[config.mk]
export PLATFORM = sky130hd
export DESIGN_NAME = store_data_unit
export DESIGN_NICKNAME = d
export VERILOG_FILES = /design/src/rtl/store_data_unit.sv
export SDC_FILE = /design/constraint.sdc
export NUM_CORES = 1
export LEC_CHECK = 0
export BUFFER_PORTS_ARGS = -buffer_cell sky130_fd_sc_hd__buf_2
export CAP_MARGIN = 0
export CORE_AREA = 2 2 85 87
export CTS_CLUSTER_DIAMETER = 60
export DETAILED_ROUTE_END_ITERATION = 8
export DIE_AREA = 0 0 87 89
export PLACE_DENSITY = 0.91
export SYNTH_ARGS = -nofsm -noshare
export SYNTH_HDL_FRONTEND = slang
export SYNTH_SLANG_ARGS = --single-unit
[constraint.sdc]
create_clock -name CLK -period 6 [get_ports CLK]
set_input_delay 0.9 -clock CLK [delete_from_list [all_inputs] [get_ports CLK]]
set_output_delay 0.9 -clock CLK [all_outputs]
set_load 0.02 [all_outputs]
[src/rtl/store_data_unit.sv]
// Store data unit: aligns rs2 data into byte lanes for SB/SH/SW and drives the data-memory
// write port with hold-until-ack and a timeout. Optional macro STORE_MISALIGN_TRAP_EN traps misaligned SH/SW.
module store_data_unit #(
  parameter int unsigned ADDR_W      = 32,
  parameter int unsigned ACK_TIMEOUT = 255
) (
  input  logic              CLK,
  input  logic              RST,
  input  logic              stReq,
  input  logic [2:0]        funct3,
  input  logic [ADDR_W-1:0] addrIn,
  input  logic [31:0]       dataIn,
  output logic              stReady,
  output logic              busy,
  output logic              done,
  output logic              err,
  output logic              memWe,
  output logic [ADDR_W-1:0] memAddr,
  output logic [31:0]       memWdata,
  output logic [3:0]        memBe,
  input  logic              memAck
);

  localparam int unsigned DATA_W  = 32;
  localparam int unsigned BE_W    = 4;
  localparam int unsigned CNT_W   = (ACK_TIMEOUT < 2) ? 1 : $clog2(ACK_TIMEOUT + 1);
  localparam int unsigned TO_LAST = (ACK_TIMEOUT == 0) ? 0 : ACK_TIMEOUT - 1;
  localparam logic        TIMEOUT_EN = (ACK_TIMEOUT != 0);

`ifdef STORE_MISALIGN_TRAP_EN
  localparam logic TRAP_EN = 1'b1;
`else
  localparam logic TRAP_EN = 1'b0;
`endif

  localparam logic [0:0] S_IDLE  = 1'b0;
  localparam logic [0:0] S_WRITE = 1'b1;

  localparam logic [2:0] F3_SB = 3'b000;
  localparam logic [2:0] F3_SH = 3'b001;
  localparam logic [2:0] F3_SW = 3'b010;

  typedef struct packed {
    logic [ADDR_W-1:0] addr;
    logic [DATA_W-1:0] wdata;
    logic [BE_W-1:0]   be;
  } wr_beat_t;

  logic [0:0]       state_q, state_d;
  logic             ready_q, ready_d;
  logic             busy_q, busy_d;
  logic             done_q, done_d;
  logic             err_q, err_d;
  logic             we_q, we_d;
  logic [CNT_W-1:0] cnt_q, cnt_d;
  wr_beat_t         beat_q, beat_d;

  wr_beat_t   beat_c;
  logic [1:0] lane_c;
  logic       legal_c;
  logic       misalign_c;
  logic       accept_c;

  // Lane formatting of the incoming request
  always_comb begin
    lane_c       = addrIn[1:0];
    beat_c.addr  = {addrIn[ADDR_W-1:2], 2'b00};
    beat_c.wdata = dataIn;
    beat_c.be    = 4'b0000;
    legal_c      = 1'b0;
    misalign_c   = 1'b0;
    case (funct3)
      F3_SB: begin
        beat_c.wdata = {4{dataIn[7:0]}};
        beat_c.be    = 4'b0001 << lane_c;
        legal_c      = 1'b1;
      end
      F3_SH: begin
        beat_c.wdata = {2{dataIn[15:0]}};
        beat_c.be    = lane_c[1] ? 4'b1100 : 4'b0011;
        legal_c      = 1'b1;
        misalign_c   = lane_c[0];
      end
      F3_SW: begin
        beat_c.wdata = dataIn;
        beat_c.be    = 4'b1111;
        legal_c      = 1'b1;
        misalign_c   = |lane_c;
      end
      default: ;
    endcase
    accept_c = legal_c & ~(TRAP_EN & misalign_c);
  end

  // Next-state and registered-output logic
  always_comb begin
    state_d = state_q;
    ready_d = ready_q;
    busy_d  = busy_q;
    done_d  = 1'b0;
    err_d   = 1'b0;
    we_d    = we_q;
    cnt_d   = cnt_q;
    beat_d  = beat_q;
    case (state_q)
      S_IDLE: begin
        if (stReq) begin
          if (accept_c) begin
            beat_d  = beat_c;
            cnt_d   = '0;
            we_d    = 1'b1;
            ready_d = 1'b0;
            busy_d  = 1'b1;
            state_d = S_WRITE;
          end else begin
            err_d = 1'b1;
          end
        end
      end
      S_WRITE: begin
        if (memAck) begin
          done_d  = 1'b1;
          we_d    = 1'b0;
          ready_d = 1'b1;
          busy_d  = 1'b0;
          state_d = S_IDLE;
        end else if (TIMEOUT_EN && (cnt_q == CNT_W'(TO_LAST))) begin
          err_d   = 1'b1;
          we_d    = 1'b0;
          ready_d = 1'b1;
          busy_d  = 1'b0;
          state_d = S_IDLE;
        end else if (TIMEOUT_EN) begin
          cnt_d = cnt_q + CNT_W'(1);
        end
      end
      default: begin
        state_d = S_IDLE;
        we_d    = 1'b0;
        ready_d = 1'b1;
        busy_d  = 1'b0;
      end
    endcase
  end

  always_ff @(posedge CLK or posedge RST) begin
    if (RST) begin
      state_q <= S_IDLE;
      ready_q <= 1'b1;
      busy_q  <= 1'b0;
      done_q  <= 1'b0;
      err_q   <= 1'b0;
      we_q    <= 1'b0;
      cnt_q   <= '0;
      beat_q  <= '0;
    end else begin
      state_q <= state_d;
      ready_q <= ready_d;
      busy_q  <= busy_d;
      done_q  <= done_d;
      err_q   <= err_d;
      we_q    <= we_d;
      cnt_q   <= cnt_d;
      beat_q  <= beat_d;
    end
  end

  assign stReady  = ready_q;
  assign busy     = busy_q;
  assign done     = done_q;
  assign err      = err_q;
  assign memWe    = we_q;
  assign memAddr  = beat_q.addr;
  assign memWdata = beat_q.wdata;
  assign memBe    = beat_q.be;

endmodule

### Word-level counts from Yosys, hierarchy flattened

Index checks and enable logic that the tools add are counted.
W data, S select, Z words.

| storage, ports and cells | value |
|---|---|
| output and inout bits | 73 |
| flip-flop bits (word level) | 79 |
| logic and storage cells | 55 |

| operators by class | value |
|---|---|
| multiplexer cells | 30 |
| shifts and indexed selects | 1 |
| reductions and logical operators | 5 |
| add/subtract/negate cells | 1 |
| bitwise operators | 1 |
| equality and inequality tests | 8 |

Operators with widths:

| kind | number |
|---|---|
| $pmux W36 S3 | 1 |
| $mux W8 | 4 |
| $mux W1 | 19 |
| $pmux W8 S2 | 1 |
| $add A8 B1 Y8 const B | 1 |
| $eq A8 B8 Y1 const B | 1 |
| $ne A2 B2 Y1 const B | 4 |
| $pmux W1 S2 | 4 |
| $reduce_and A3 Y1 | 2 |
| $mux W4 | 1 |
| $reduce_and A4 Y1 | 1 |
| $shl A1 B2 Y4 const A | 1 |
| $eq A3 B1 Y1 const B | 1 |
| $eq A3 B2 Y1 const B | 1 |
| $logic_not A3 Y1 | 1 |
| $ne A3 B2 Y1 const B | 1 |
| $reduce_or A3 Y1 | 1 |
| $not A1 Y1 | 1 |

### Longest topological paths before layout

Gate-level depths: netlist (run 1).

| depth | value |
|---|---|
| depth after elaboration | 6 |
| gate-level depth with buffers | 6 |
| depth with buffers taken out | 6 |

### Least setup slack after synthesis (run 1)

OpenSTA, ideal clock, no wires.

| path | value |
|---|---|
| kind | input port to flip-flop |
| from | input port memAck |
| to | register cnt_q[3] |
| arrival | 1.801 ns |
| setup slack | 4.121 ns |
| path buffers | 0 |
| required time | 5.923 ns |
| cell stages on the path | 4 |
| cells stage by stage | nand2b_1 > a41o_4 > or3_1 > a21oi_1 |

| on the way | value |
|---|---|
| longest elaborated chain between the ends | 2 |

RTL lines:

| element | RTL line | source |
|---|---|---|
| from (decl) | 21 | `input logic memAck` |
| $ne A2 B2 Y1 (no line) | - |  |
| $reduce_and A4 Y1 (no line) | - |  |
| to (signal assigned) | 163 | `cnt_q <= cnt_d;` |
| to (decl) | 55 | `logic [CNT_W-1:0] cnt_q, cnt_d;` |

No other way between the ends.
A chain may end at the register's enable or synchronous reset.

### Worst setup path after layout (run 1)

| path | value |
|---|---|
| from | input port funct3[0] |
| to | register beat_q (netlist bit memBe[3]) |

| on the way | value |
|---|---|
| longest elaborated chain between the ends | 4 |
| elaborated cells on any way between the ends | 7 |
| classes of those cells | eq/ne: 2; mux: 2; reduce/logical: 3 |

RTL lines:

| element | RTL line | source |
|---|---|---|
| from (decl) | 10 | `input logic [2:0] funct3,` |
| $eq A3 B2 Y1 (tied with other cells) | 72 | `case (funct3)` |
| $reduce_or A3 Y1 (no line) | - |  |
| $mux W1 | 72 |  |
| $reduce_and A3 Y1 (no line) | - |  |
| to (signal assigned) | 164 | `beat_q <= beat_d;` |
| to (decl) | 56 | `wr_beat_t beat_q, beat_d;` |

Parallel ways exist; a longest one is shown, timed or not.

==> qor.yml, run 1 <==
setup_path:
  rrSetupSlack_ps: 4060
  worstPathArrival_ps: 2500
  start_kind: "input pin"
  crit_buf_inv: 1
  path_depth: 5
  cpMostUsedCell: "a21oi_1"
  cp_top_family: "simple AND/OR/NAND/NOR gates"
  worstSetupPathType: "in2reg"
  worstPathMaxFanout: 48
  required_ps: 6270
  ff2ff_path_depth: 4
  critPathMaxStageDelay_ps: 800
  crit_chain: "buf_2, a21oi_1, and2_2, nor2_1, a21oi_1"
  r2r_start: "state_q"
  slowest_stage: "and2_2"
  r2r_end: "memBe[3]"
  worstSetupEndpointType: "register"
final_layout:
  final_cell_mix: "nand2_1, buf_2, dfrtp_1, o21ai_0, mux2i_1"
  final_cell_area_sq_mm: 0.00440
  mostFrequentLayoutCell: "nand2_1"
  areaGrowthSynthToFinish_pct: 26.4
  fillCellCount: 577
  drive_gt1_share_pct: 32.4
  final_nets: 584
die:
  fp.dieArea_sq_mm: 0.00774
  core_region_area_sq_mm: 0.00672
  ios: 144
  die_x_um: 87
  start_util_pct: 51.8
  die_h_um: 89
  rows: 30
route:
  first_pass_iters: 4
  vias: 3059
  drt_iter0_drc: 155
  wire_per_inst_um: 14.4
  via_per_inst: 5.12
  postRouteAntennaNets: 0
  route.detailed.drc: 0
  wl_um: 8570
pwr:
  p_seq_share_pct: 46.7
  p_int_w: 0.000973
  comb_power_share_pct: 27.7
  power.share.clock_pct: 25.7
  p_leak_nw: 2.35
  powerDensity_mw_per_mm2: 343
  switchingPower_w: 0.000534
  p_sw_share_pct: 35.4
  vdd_drop_max_v: 0.000194
sta:
  max_slew.worst_pin.slew_ps: 1090
  tns_ps: 0
  fmax_mhz: 449
  maxSlewHeadroom_pct: 27.4
  layout_min_cycle_time_ps: 2230
  fin_worst_skew_ps: 9.38
  rsz0062_at_grt: "no"
  setup_violations: 0
  whs_ps: 473
  timing.final.crit_share_pct: 37.1
  slew_viol_final: 0
  finalHoldViolCount: 0
clocking:
  cts_hold_buffers: 0
  cts_made_buffers: 9
  post_cts.repair.setup_buffers: 0
  clk-insertion-delay-late_ps: 350
  cts_tree: "yes"
  root_buffer: "clkbuf_8"
  post_cts_resized: 0
  clk_path_buf_depth: 2
  h-tree-depth: 3
  path_clk_slew_ps: 80
  cts_sinks: 79
grt:
  groute.layer.met1.usage_pct: 26.8
  grt-ovfl-total: 0
  grt_pass1_wl_um: 13600
  track_usage_pct: 22.4
  grt_pass1_vias: 3009
  met3_usage_pct: 4.52
  grt_start_max_net_pins: 91
  grt_busiest_layer: "met2"
  antenna_found_initial: 0
  met2_usage_pct: 38.7
synth:
  synth_cell_types: 33
  synth_warnings: 0
  avgSynthCellArea_sq_um: 9.22
  ys_seq_area_share_pct: 56.9
  ys_ff_latch: 79
  synth_area_sq_mm: 0.00348
  syn_inst: 377
worst_hold_path:
  min_path_cells: 2
  min_from: "memAddr[5]"
  holdPathEnd: "memAddr[5]"
  hold_class: "reg2reg"
placement:
  dpl_cell_area_sq_mm: 0.00420
  port_buffers: 141
  dp_hpwl_um: 6010
  globalplace.congestion: 0.861
run:
  max_cap_viol_count: 0
outcome:
  status: "completed"
## power groups by stage
stage	combinational [W]	clock, W	sequential (W)
floorplan	0.000133	0	0.000831
global placement	0.000407	0	0.000708
detailed placement	0.000422	0	0.000712
CTS	0.000422	0.000393	0.000704
global route	0.000461	0.000417	0.000715
finish	0.000417	0.000387	0.000704
## synth_stat cells
cell type	number	area, sq um
a2111oi_2	1	15.0
a211oi_1	1	7.51
a21oi_1	7	35.0
a31oi_1	1	6.26
a41o_4	1	21.3
and2_1	3	18.8
and3_4	1	11.3
buf_2	5	25.0
buf_4	4	30.0
buf_6	1	11.3
clkbuf_1	11	41.3
conb_1	1	3.75
dfrtp_1	78	1950
dfstp_2	1	26.3
ha_1	2	25.0
inv_1	4	15.0
mux2i_1	24	240
nand2_1	155	582
nand2b_1	3	18.8
nand3_1	8	40.0
nand3b_1	1	7.51
nand4b_1	1	8.76
nor2_1	8	30.0
nor2_2	2	12.5
nor2b_1	1	6.26
nor3_1	6	30.0
nor3b_1	1	7.51
nor4_1	1	6.26
o21a_1	1	7.51
o21ai_0	37	185
o22a_1	2	17.5
or3_1	1	6.26
xnor2_1	3	26.3
## worst max path at each step
| stage | start | to | slack [ps] |
|---|---|---|---|
| floorplan | RST | cnt_q[0] | 3080 |
| global placement | funct3[0] | memBe[3] | 3510 |
| detailed placement | funct3[0] | memBe[3] | 3410 |
| CTS | funct3[0] | memBe[3] | 3770 |
| global route | funct3[0] | memBe[3] | 3620 |
| finish | funct3[0] | memBe[3] | 3770 |
## metrics by stage
step | std cells | worst slack (ps) | util (%) | total power, W
2_1_floorplan | 378 | 3080 | - | 0.000963
3_3_place_gp | 580 | 3510 | 62.6 | 0.00112
3_5_place_dp | 580 | 3410 | 62.6 | 0.00113
4_1_cts | 596 | 3770 | 65.4 | 0.00152
5_1_grt | 596 | 3620 | 65.4 | 0.00159
6_report | 597 | 3770 | 65.4 | 0.00151
## worst reg2reg max path: cells and delay by family (launching register included)
kind	cells	cell delay [ps]
and+or+nand+nor	3	1240
DFF	1	460
AOI/OAI and AO/OA	1	170
## layer usage
layer	vias to the layer above	share of wire, %
met3	13	6.1
met5	-	0
met4	0	2.1
li1	1492	-
met1	1441	41
met2	113	51
## state kept, by name, summed over array words and instances (netlist names)
| register | count |
|---|---|
| state_q | 1 |
| err | 1 |
| memWdata | 32 |
| cnt_q | 8 |
| memBe | 4 |
| stReady | 1 |
| memAddr | 30 |
| memWe | 1 |
| done | 1 |
## logic make-up (layout without fill, tap and decap cells)
| group | Yosys count | in the layout | share of synthesized area [%] |
|---|---|---|---|
| simple gates | 192 | 192 | 22.6 |
| flops | 79 | 79 | 56.9 |
| compound gates | 51 | 51 | 8.49 |
| buf+inv | 25 | 163 | 3.53 |
| mux | 24 | 24 | 6.91 |
| xor+xnor | 3 | 3 | 0.756 |
| fa+ha+maj | 2 | 2 | 0.720 |
| other cells | 1 | 3 | 0.108 |
## final cells by class
cell class	count	area (sq um)	area share, %
antenna	1	2.50	0.0569
clock buffer	11	131	2.99
clock inverter	5	58.8	1.34
inverter	4	16.3	0.370
multi-input combinational	274	1390	31.6
sequential	79	1980	45.0
tap	80	100	2.28
timing repair buffer	143	721	16.4
(Power assumes the default switching activity.)
==> inputs of run 2 (changes only) <==
--- a/config.mk
+++ b/config.mk
@@ -7,11 +7,11 @@
 export LEC_CHECK = 0
 export BUFFER_PORTS_ARGS = -buffer_cell sky130_fd_sc_hd__buf_2
 export CAP_MARGIN = 0
-export CORE_AREA = 2 2 85 87
+export CORE_AREA = 2 2 93 95
 export CTS_CLUSTER_DIAMETER = 60
 export DETAILED_ROUTE_END_ITERATION = 8
-export DIE_AREA = 0 0 87 89
-export PLACE_DENSITY = 0.91
+export DIE_AREA = 0 0 95 97
+export PLACE_DENSITY = 0.82
 export SYNTH_ARGS = -nofsm -noshare
 export SYNTH_HDL_FRONTEND = slang
 export SYNTH_SLANG_ARGS = --single-unit
==> constraint.sdc (replaced) <==
create_clock -name CLK -period 1.8 [get_ports CLK]
set_input_delay 0.27 -clock CLK [delete_from_list [all_inputs] [get_ports CLK]]
set_output_delay 0.27 -clock CLK [all_outputs]
set_load 0.02 [all_outputs]
==> qor.yml, run 2 (synthesis results as in run 1) <==
pwr:
  power.total_w: 0.00517  # +240%
  vdd_drop_max_v: 0.000551  # +180%
  p_leak_nw: 2.40  # +2.3%
  powerDensity_mw_per_mm2: 1140  # +230%
sta:
  fin_worst_skew_ps: 8.26  # -1.12 ps
  finalHoldViolCount: 0  # unchanged
  setup_violations: 0  # unchanged
  slew_viol_final: 0  # unchanged
  layout_min_cycle_time_ps: 1680
  rsz0062_at_grt: "no"
  max_slew.worst_pin.slew_ps: 600  # -488 ps
  tns_ps: 0  # unchanged
  maxSlewHeadroom_pct: 60.0  # +33 points
  timing.final.crit_share_pct: 93.2
  fmax_mhz: 596
final_layout:
  largest_reg_flops: 32  # unchanged
  final_cell_mix: "nand2_1, buf_2, dfrtp_1, o21ai_0, mux2i_1"
  mostFrequentLayoutCell: "nand2_1"
  drive_gt1_share_pct: 33.8  # +1.5 points
  areaGrowthSynthToFinish_pct: 30.6
  fillCellCount: 741  # +28%
  final_nets: 591  # +1.2%
  n_antenna_cell: 0  # -1
die:
  die_h_um: 97  # +9.0%
  core_region_area_sq_mm: 0.00813  # +21%
  ios: 144  # unchanged
  start_util_pct: 42.7  # -9.0 points
  die_x_um: 95  # +9.2%
  fp.dieArea_sq_mm: 0.00922  # +19%
  rows: 33  # +10%
grt:
  grt_start_max_net_pins: 80  # -12%
  grt_pass1_vias: 3195  # +6.2%
  antenna_found_initial: 0  # unchanged
  track_usage_pct: 20.3  # -2.1 points
  grt-ovfl-total: 0  # unchanged
  grt_pass1_wl_um: 14700  # +8.3%
placement:
  dp_hpwl_um: 6420  # +6.8%
  globalplace.congestion: 0.758  # -12%
  port_buffers: 141  # unchanged
clocking:
  cts_hold_buffers: 0  # unchanged
  root_buffer: "clkbuf_8"
  cts_made_buffers: 9  # unchanged
  cts_sinks: 79  # unchanged
  clk_path_buf_depth: 2  # unchanged
  path_clk_slew_ps: 100  # +20 ps
  clk-insertion-delay-late_ps: 340  # about the same
  cts_tree: "yes"
  h-tree-depth: 3  # unchanged
setup_path:
  worstPathMaxFanout: 8  # -83%
  worstPathArrival_ps: 1950  # -550 ps
  start_kind: "register"
  worstSetupPathType: "reg2reg"
  required_ps: 2080  # -4190 ps
  rrSetupSlack_ps: 120  # -3940 ps
  worstSetupEndpointType: "register"
route:
  wire_per_inst_um: 14.2  # -1.1%
  drt_iter0_drc: 147  # -5.2%
  via_per_inst: 4.92  # -3.9%
  route.detailed.drc: 0  # unchanged
  vias: 3092  # +1.1%
  first_pass_iters: 4  # unchanged
  postRouteAntennaNets: 0  # unchanged
  wl_um: 8920  # +4.1%
outcome:
  status: "completed"
worst_hold_path:
  hold_class: "in2async"
run:
  max_cap_viol_count: 0  # unchanged
## run 2: through the flow
stage	cell area (sq um)	hold slack, ps	utilization [%]	setup WS, ps	std cells
after CTS	4530	35.9	55.7	60.3	627
after global placement	4320	421	53.1	157	611
after floorplan	3480	375	-	193	378
final	4540	1.52	55.8	123	628
after detailed placement	4320	423	53.1	93.0	611
after global routing	4540	35.5	55.8	21.6	628
## run 2: power by group
| part | internal (W) | switching (W) | total, W | leakage, nW |
|---|---|---|---|---|
| clock | 0.000670 | 0.000732 | 0.00140 | 0.100 |
| sequential | 0.00213 | 0.000206 | 0.00233 | 0.986 |
| combinational | 0.000499 | 0.000933 | 0.00143 | 1.32 |
| total | 0.00330 | 0.00187 | 0.00517 | 2.40 |
## run 2: what timing repair did
action,CTS,global route
gates resized for setup,0,1
hold endpoints to repair,0,0
buffers inserted,0,1
endpoints found under the setup margin,0,6
## run 2: path summary, 6_finish.rpt
path	start	to	cells past startpoint
max	cnt_q[1]	cnt_q[3]	5
min reg2reg	memAddr[26]	memAddr[26]	2
min in group CLK	addrIn[9]	memAddr[9]	3
min	RST	memAddr[15]	3
max in group asynchronous	RST	stReady	3
max reg2reg	cnt_q[1]	cnt_q[3]	5
## run 2: layout make-up
type                       count  area [sq um]  area share [%]
clock buffer                   9           124            2.73
clock inverter                 7          85.1            1.87
inverter                       4          18.8           0.413
multi-input combinational    274          1390            30.7
sequential                    79          1980            43.6
tap                          105           131            2.89
timing repair buffer         150           811            17.9
## run 2: worst max-delay path, cell delays in order (launching register included)
cell and delay, ps:
dfrtp_1 420, ha_1 210, and3_4 190, a41o_4 280, or3_1 350, a21oi_1 150
## run 2: layer usage
metal | GRT usage, % | vias up | wire [um]
li1 | - | 1509 | -
met2 | 35.8 | 95 | 4590
met4 | 6.69 | 0 | 164
met5 | 0 | - | 0
met3 | 5.69 | 15 | 511
met1 | 23.3 | 1473 | 3660
